<file path="config.mk">
export PLATFORM = sky130hd
export DESIGN_NAME = ntt_ct_butterfly_post_flat
export DESIGN_NICKNAME = d
export VERILOG_FILES = /design/src/rtl/ntt_ct_butterfly_post_if.sv /design/src/rtl/ntt_ct_butterfly_post.sv /design/src/flat_wrapper.sv
export SDC_FILE = /design/constraint.sdc
export NUM_CORES = 1
export LEC_CHECK = 0
export BUFFER_PORTS_ARGS = -buffer_cell sky130_fd_sc_hd__buf_2
export CAP_MARGIN = 20
export CORE_MARGIN = 2
export CORE_UTILIZATION = 35
export DETAILED_ROUTE_END_ITERATION = 6
export MAX_ROUTING_LAYER = met4
export PLACE_DENSITY_LB_ADDON = 0.08
export SETUP_SLACK_MARGIN = 0.5
export SYNTH_ARGS = -nofsm -noshare
export SYNTH_HDL_FRONTEND = slang
export SYNTH_SLANG_ARGS = --single-unit
</file>
<file path="constraint.sdc">
create_clock -name clk -period 16 [get_ports clk]
set_input_delay 0.8 -clock clk [delete_from_list [all_inputs] [get_ports clk]]
set_output_delay 0.8 -clock clk [all_outputs]
set_load 0.005 [all_outputs]
</file>
<file path="src/rtl/ntt_ct_butterfly_post_if.sv">
// Bus bundle for the post-reduction NTT butterfly: issue-side inputs plus
// the butterfly result, error flag and item counter.
interface ntt_ct_butterfly_post_if #(
    parameter int W  = 32,
    parameter int CW = 16
);
    // No backpressure: in_valid marks an issued item, and out_valid marks a
    // result beat that the consumer must take in that same cycle.
    logic          in_valid;
    logic [W-1:0]  q;
    logic [W-1:0]  u_in;
    logic [W-1:0]  t_in;
    logic          out_valid;
    logic [W-1:0]  even_out;
    logic [W-1:0]  odd_out;
    logic          range_err;
    logic [CW-1:0] out_count;

    modport master (
        output in_valid, q, u_in, t_in,
        input  out_valid, even_out, odd_out, range_err, out_count
    );

    modport slave (
        input  in_valid, q, u_in, t_in,
        output out_valid, even_out, odd_out, range_err, out_count
    );
endinterface

</file>
<file path="src/rtl/ntt_ct_butterfly_post.sv">
// Cooley-Tukey butterfly tail: aligns u with the reduced product t, brings
// t below q, and emits (u + t) mod q and (u - t) mod q at one item per cycle.
module ntt_ct_butterfly_post #(
    parameter int W   = 32,
    parameter int LAT = 6,
    parameter int CW  = 16
) (
    input logic                  clk,
    input logic                  reset,
    ntt_ct_butterfly_post_if.slave bus
);

    // Delay line; index LAT-1 is the tap aligned with t_in.
    logic [LAT-1:0] v_dly;
    logic [W-1:0]   u_dly [LAT];
    logic [W-1:0]   q_dly [LAT];

    always_ff @(posedge clk) begin
        if (reset) begin
            v_dly <= '0;
        end else begin
            v_dly[0] <= bus.in_valid;
            for (int i = 1; i < LAT; i++) begin
                v_dly[i] <= v_dly[i-1];
            end
        end
    end

    always_ff @(posedge clk) begin
        u_dly[0] <= bus.u_in;
        q_dly[0] <= bus.q;
        for (int i = 1; i < LAT; i++) begin
            u_dly[i] <= u_dly[i-1];
            q_dly[i] <= q_dly[i-1];
        end
    end

    logic         a_v;
    logic [W-1:0] a_u;
    logic [W-1:0] a_q;
    logic [W-1:0] a_t;

    assign a_v = v_dly[LAT-1];
    assign a_u = u_dly[LAT-1];
    assign a_q = q_dly[LAT-1];
    assign a_t = bus.t_in;

    logic [W:0]   q_x2;
    logic         t_ge_q;
    logic         t_ge_2q;
    logic         u_ge_q;
    logic [W-1:0] tc_n;

    always_comb begin
        q_x2    = {a_q, 1'b0};
        t_ge_q  = (a_t >= a_q);
        t_ge_2q = ({1'b0, a_t} >= q_x2);
        u_ge_q  = (a_u >= a_q);
        tc_n    = t_ge_q ? (a_t - a_q) : a_t;
    end

    logic         c_v;
    logic [W-1:0] c_tc;
    logic [W-1:0] c_u;
    logic [W-1:0] c_q;
    logic         err_q;

    always_ff @(posedge clk) begin
        if (reset) begin
            c_v   <= 1'b0;
            err_q <= 1'b0;
        end else begin
            c_v <= a_v;
            if (a_v && (t_ge_2q || u_ge_q)) begin
                err_q <= 1'b1;
            end
        end
    end

    always_ff @(posedge clk) begin
        if (a_v) begin
            c_tc <= tc_n;
            c_u  <= a_u;
            c_q  <= a_q;
        end
    end

    // Sum and difference are one bit wider so the carry/borrow picks the fix-up.
    logic [W:0]   s_full;
    logic [W:0]   d_full;
    logic [W-1:0] s_red;
    logic [W-1:0] d_fix;
    logic [W-1:0] even_n;
    logic [W-1:0] odd_n;

    always_comb begin
        s_full = {1'b0, c_u} + {1'b0, c_tc};
        d_full = {1'b0, c_u} - {1'b0, c_tc};
        s_red  = s_full[W-1:0] - c_q;
        d_fix  = d_full[W-1:0] + c_q;
        even_n = (s_full >= {1'b0, c_q}) ? s_red : s_full[W-1:0];
        odd_n  = d_full[W] ? d_fix : d_full[W-1:0];
    end

    logic          ov_q;
    logic [W-1:0]  even_q;
    logic [W-1:0]  odd_q;
    logic [CW-1:0] cnt_q;

    always_ff @(posedge clk) begin
        if (reset) begin
            ov_q   <= 1'b0;
            even_q <= '0;
            odd_q  <= '0;
            cnt_q  <= '0;
        end else begin
            ov_q <= c_v;
            if (c_v) begin
                even_q <= even_n;
                odd_q  <= odd_n;
                cnt_q  <= cnt_q + 1'b1;
            end
        end
    end

    assign bus.out_valid = ov_q;
    assign bus.even_out  = even_q;
    assign bus.odd_out   = odd_q;
    assign bus.range_err = err_q;
    assign bus.out_count = cnt_q;

endmodule

</file>
<file path="src/flat_wrapper.sv">
// flat-port wrapper written by rule: the top's interface ports become plain ports
module ntt_ct_butterfly_post_flat 
#(
    parameter int W   = 32,
    parameter int LAT = 6,
    parameter int CW  = 16
)
  (clk, reset, bus_in_valid, bus_q, bus_u_in, bus_t_in, bus_out_valid, bus_even_out, bus_odd_out, bus_range_err, bus_out_count);
  ntt_ct_butterfly_post_if #(.W(W), .CW(CW)) bus_i ();
  input logic clk;
  input logic reset;
  input wire logic [$bits(bus_i.in_valid)-1:0] bus_in_valid;
  input wire logic [$bits(bus_i.q)-1:0] bus_q;
  input wire logic [$bits(bus_i.u_in)-1:0] bus_u_in;
  input wire logic [$bits(bus_i.t_in)-1:0] bus_t_in;
  output wire logic [$bits(bus_i.out_valid)-1:0] bus_out_valid;
  output wire logic [$bits(bus_i.even_out)-1:0] bus_even_out;
  output wire logic [$bits(bus_i.odd_out)-1:0] bus_odd_out;
  output wire logic [$bits(bus_i.range_err)-1:0] bus_range_err;
  output wire logic [$bits(bus_i.out_count)-1:0] bus_out_count;
  assign bus_i.in_valid = bus_in_valid;
  assign bus_i.q = bus_q;
  assign bus_i.u_in = bus_u_in;
  assign bus_i.t_in = bus_t_in;
  assign bus_out_valid = bus_i.out_valid;
  assign bus_even_out = bus_i.even_out;
  assign bus_odd_out = bus_i.odd_out;
  assign bus_range_err = bus_i.range_err;
  assign bus_out_count = bus_i.out_count;
  ntt_ct_butterfly_post #(.W(W), .LAT(LAT), .CW(CW)) u_core (.clk(clk), .reset(reset), .bus(bus_i));
endmodule
</file>
== Word-level counts from Yosys, hierarchy flattened ==
Memories as Yosys holds them, arrays and structs flattened.
Cells that the tools add are included.
Word-level totals
  register bits after elaboration: 185
  bits in writable memories: 384
  bits of input ports: 99
  word-level logic and storage cells: 27
  memories kept: 2
Operators by class
  add/subtract/negate cells: 6
  magnitude comparators: 4
  muxes and demuxes: 3
  reduce and logical (&&, ||, !) cells: 2
Memories
  u_core.q_dly: depth 6, width 32, rd ports 6, clocked after memory_dff 0, write ports 6, RTL line ntt_ct_butterfly_post.sv:16  | logic [W-1:0] q_dly [LAT];
  u_core.u_dly: depth 6, width 32, rd ports 6, clocked after memory_dff 0, write ports 6, RTL line ntt_ct_butterfly_post.sv:15  | logic [W-1:0] u_dly [LAT];
Operator list (count)
  two-way mux 32 bit: 3
  >= comparator 32 bit: 2
  subtractor 32 bit: 2
  adder 32 x 32 -> 33 bit: 1
  >= comparator 32 x 33 -> 1 bit: 1
  >= comparator 33 x 32 -> 1 bit: 1
  subtractor 32 x 32 -> 33 bit: 1
  adder 32 bit: 1
  adder 16 x 1 -> 16 bit, second input constant: 1
  logical AND 1 bit: 1
  logical OR 1 bit: 1

== Logic depth before layout (Yosys ltp) ==
An unclocked memory read counts as a cell.
  word-level depth: 4
  depth in mapped cells: 26
  gate-level depth less buffers: 23

== Worst setup path before layout ==
OpenSTA, ideal clock, no wires.
  kind: flip-flop to flip-flop
  start: register u_core.c_u[16]
  end: register u_core.even_q[18], in the netlist u_core.bus.even_out[18]
  library setup time: 0.086 ns
  arrival time: 5.127 ns
  required time: 15.914 ns
  slack: 10.788 ns
  stages on the path, launching flop included: 23
  path buffers: 5
  period minus slack after synthesis: 5.212 ns
  path through: edfxtp_1 ha_1 clkbuf_1 nor4_1 nand2_1 a2111oi_1 nor2_1 a221oi_1 xnor2_1 ha_1 clkbuf_1 a21o_1 a21o_1 a21o_1 a21oi_1 a31oi_1 or3_1 clkbuf_1 or2_1 buf_2 buf_4 mux2i_1 a211oi_1
On the way
  cells in the longest elaborated chain, start to end: 3
Ends and longest elaborated chain
  start, declared: RTL line ntt_ct_butterfly_post.sv:64  | logic [W-1:0] c_u;
  start signal, assigned: RTL line ntt_ct_butterfly_post.sv:83  | c_u <= a_u;
  adder 32 x 32 -> 33 bit (*): RTL line ntt_ct_butterfly_post.sv:97  | s_full = {1'b0, c_u} + {1'b0, c_tc};
  subtractor 32 bit / >= comparator 33 x 32 -> 1 bit (equally long branches): RTL line ntt_ct_butterfly_post.sv:99, ntt_ct_butterfly_post.sv:101
  two-way mux 32 bit (*): RTL line ntt_ct_butterfly_post.sv:101  | even_n = (s_full >= {1'b0, c_q}) ? s_red : s_full[W-1:0];
  end signal, assigned: RTL line ntt_ct_butterfly_post.sv:119  | even_q <= even_n;
  end, declared: RTL line ntt_ct_butterfly_post.sv:106  | logic [W-1:0] even_q;
Every way passes the cells marked *; elsewhere a longest branch is shown, timed or not.
A chain may end at the register's enable or synchronous reset.

== Worst setup path in the final report ==
  start: register u_core.c_u[19]
  end: register u_core.even_q[20], in the netlist u_core.bus.even_out[20]
Same word-level chain as after synthesis.

==> flow_summary.toml <==
[power_and_ir_drop]
p_sw_share_pct = 22.41
p_comb_share_pct = 6.1
switchingPower_uw = 698.8
p_seq_share_pct = 49.0
p_int_uw = 2420
ir_worst_vdd_mv = 0.08904
power_density_nw_per_um2 = 109.4
clkPwrFrac_pct = 44.8
p_leak_uw = 0.01243

[setup_path]
slowest_stage = "a2111oi_1"
path_class = "register to register"
cp-end-kind = "register"
path_cells = "ha_1 > nor4_1 > nand2_1 > a2111oi_1 > nor2_1 > a221oi_1 > xnor2_1 > ha_1 > a21o_1 > a21o_1 > a21o_1 > a21oi_1 > a31oi_1 > or3_1 > or2_1 > buf_4 > a21o_1 > a311oi_1"
rr_startpoint = "u_core.c_u[19]"
cp-start-kind = "register"
reg2reg_slack_ps = 9450
crit_start = "u_core.c_u[19]"
worstPathRequired_ps = 16520
arrival_ps = 7080
cp_num_buf_inv = 1
worst-r2r-cell-count = 18
timing.critical_path.mode_cell = "a21o_1"
critPathMaxFanout = 33
crit_end = "u_core.bus.even_out[20]"
max_stage_delay_ps = 930
worst_path_dominant_cell_family = "compound AO/OA/AOI/OAI gates"
r2r-end = "u_core.bus.even_out[20]"
cp.depth = 18

[timing]
fmax_mhz = 152.6
skew_ps = 26.97
finalSetupTns_ps = 0
slew_viol_final = 0
period_share_pct = 40.95
worst_pin_slew_ps = 1000
hold_viol_final = 0
rsz0062_at_grt = "no"
period_minus_slack_ps = 6553
setup_viol = 0
hold_ws_ps = 260.6
relSlewSlack_pct = 33.14

[flow_run]
drv_cap = 0

[finish]
layout.nets = 2906
fillCellCount = 6952
drive_gt1_share_pct = 12.63
multiInputGateArea_sq_um = 11380
mostFrequentLayoutCells = "471 x dfxtp_1, 223 x ha_1, 182 x nor2_1"
area_growth_pct = 15.62
final_cells = 3573
layout_commonest_cell = "dfxtp_1"
regArea_sq_um = 12360

[global_route]
grt_usage_pct = 18.48
grt_first_pass_wirelength_microns = 102000
grt_max_degree = 64
antenna_found_initial = 6
grt_pass1_vias = 17510
gr-total-overflow = 0

[synth]
ys_types = 76
synth_edf_count = 96
synth_fa_ha_area_share_pct = 11.72
ys_seq_area_share_pct = 50.10
synth_simple_gate_area_share_pct = 11.53
postSynth.asyncResetShare_pct = 0
yosys_warnings = 0
synth.area.mux_share_pct = 1.979
syn_area_sq_um = 24650
synth_top_family_by_area = "compound AO/OA/AOI/OAI gates"
avgSynthCellArea_sq_um = 10.23
yosys_most_used_dff = "dfxtp_1"
syn-num-nets = 2736
synthCells = 2409
synthXorXnorAreaFrac_pct = 4.938
synth_compound_area_share_pct = 15.98
ys_ff_latch = 569

[clock_tree]
cts_tree = "done"
h-tree-depth = 2
clk_path_buf_depth = 3
cts_buffers = 59
cts_root_buffer = "clkbuf_16"
postCtsSetupBuffers = 0
cts.sinks = 569
clock_latency_ps = 640
cts_resized = 0
cts_hold_buf = 0
clkTransAtPathRegs_ps = 60

[min_path]
hp-class = "input pin to register"

[floorplan]
die_w_microns = 269.4
core_sq_um = 69910
die_h_microns = 269.4
io_pins = 181
dieArea_sq_um = 72570
fp-row-count = 97
start_util_pct = 35.26

[drt]
drtAntennaViolNets = 0
num_vias = 17590
drc = 0
first_pass_iters = 5
wirelength_microns = 66380
via_per_inst = 4.924
wl_per_cell_microns = 18.58
drtIter0Drc = 860

[run_status]
status = "complete, no violations"

[placement]
place.port_buffers = 180
place_inst = 3458
gp_congestion = 0.8569
dp_hpwl_microns = 52860
routing by layer:
layer / routed length (microns) / vias up / GRT usage, %
li1: - / 8911 / -
met1: 33910 / 8186 / 26.15
met2: 27570 / 381 / 26.93
met3: 2662 / 114 / 2.529
met4: 2232 / 0 / 6.447
met5: 0 / - / -
Yosys cell counts, types with 17 or more instances:
cell type | n | area [sq um]
nand4_1 | 29 | 181.4
clkbuf_1 | 65 | 244.0
dfxtp_1 | 473 | 9469
xnor2_1 | 93 | 814.5
a311oi_1 | 40 | 350.3
and3_1 | 17 | 106.4
o21a_1 | 26 | 195.2
a21oi_1 | 167 | 835.8
nor3_1 | 41 | 205.2
nor2_1 | 182 | 683.2
inv_1 | 157 | 589.3
a211oi_1 | 39 | 292.8
a21o_1 | 86 | 645.6
nand2b_1 | 24 | 150.1
ha_1 | 223 | 2790
xor2_1 | 46 | 402.9
nor2b_1 | 31 | 193.9
a31oi_1 | 19 | 118.9
nand2_1 | 159 | 596.8
nor4_1 | 20 | 125.1
edfxtp_1 | 96 | 2883
nand3_1 | 46 | 230.2
mux2_2 | 29 | 326.6
o21bai_1 | 21 | 157.7
o21ai_0 | 95 | 475.5
power by group through the flow:
stage | sequential, uW | combinational (uW) | clock (uW)
after floorplan | 1550 | 134 | 0
after global placement | 1560 | 191 | 0
after detailed placement | 1560 | 191 | 0
after CTS | 1530 | 192 | 1450
after global routing | 1530 | 215 | 1500
final | 1530 | 192 | 1400
worst register-to-register path, stage by stage (launching register included):
cell       delay (ps)
edfxtp_1          410
ha_1              460
nor4_1            620
nand2_1           180
a2111oi_1         930
nor2_1            110
a221oi_1          560
xnor2_1           260
ha_1              440
a21o_1            200
a21o_1            180
a21o_1            170
a21oi_1           260
a31oi_1           150
or3_1             530
or2_1             270
buf_4             260
a21o_1            220
a311oi_1          240
per-stage QoR:
| stage | utilization, % | setup slack [ps] | area (sq um) | total power, uW |
|---|---|---|---|---|
| after floorplan | - | 10790 | 24650 | 1686 |
| after global placement | 37.86 | 9587 | 26470 | 1752 |
| after detailed placement | 37.86 | 9467 | 26470 | 1752 |
| after CTS | 40.75 | 9446 | 28490 | 3170 |
| after global routing | 40.77 | 8925 | 28500 | 3253 |
| final | 40.77 | 9447 | 28500 | 3119 |
final cells by class:
type	count	area share (%)
repair buffers	188	3.380
clock inverters	26	1.133
inverters	157	2.068
diodes	5	0.04390
well taps	940	4.126
flip-flops and latches	569	43.36
multi-input cells	1604	39.92
clock buffers	84	5.970
worst min path at each step:
stage                                    from                   to  slack (ps)  cells after the start
after global placement     u_core.u_dly[1][1]   u_core.u_dly[2][1]         310                      0
final                                bus_q[0]   u_core.q_dly[0][0]         260                      1
after detailed placement  u_core.q_dly[0][16]  u_core.q_dly[1][16]         310                      0
after global routing              bus_u_in[0]   u_core.u_dly[0][0]         240                      1
after CTS                         bus_u_in[0]   u_core.u_dly[0][0]         230                      1
after floorplan            u_core.q_dly[0][0]   u_core.q_dly[1][0]         310                      0
sequential cells by signal, summed over array words and instances (netlist names), 6 cells and up:
| name | cells |
|---|---|
| u_core.bus.odd_out | 32 |
| u_core.bus.even_out | 32 |
| u_core.bus.out_count | 16 |
| u_core.u_dly | 192 |
| u_core.c_q | 32 |
| u_core.c_u | 32 |
| u_core.q_dly | 192 |
| u_core.v_dly | 6 |
| u_core.c_tc | 32 |
kinds of logic (layout without fill, tap and decap cells):
family,after synthesis,count (layout)
AOI/OAI and AO/OA,590,590
muxes,45,45
other,0,5
and+or+nand+nor,602,602
adders and majority gates,228,228
DFF,569,569
buffers and inverters,236,455
xor gates and xnor gates,139,139
(Power assumes the default switching activity.)
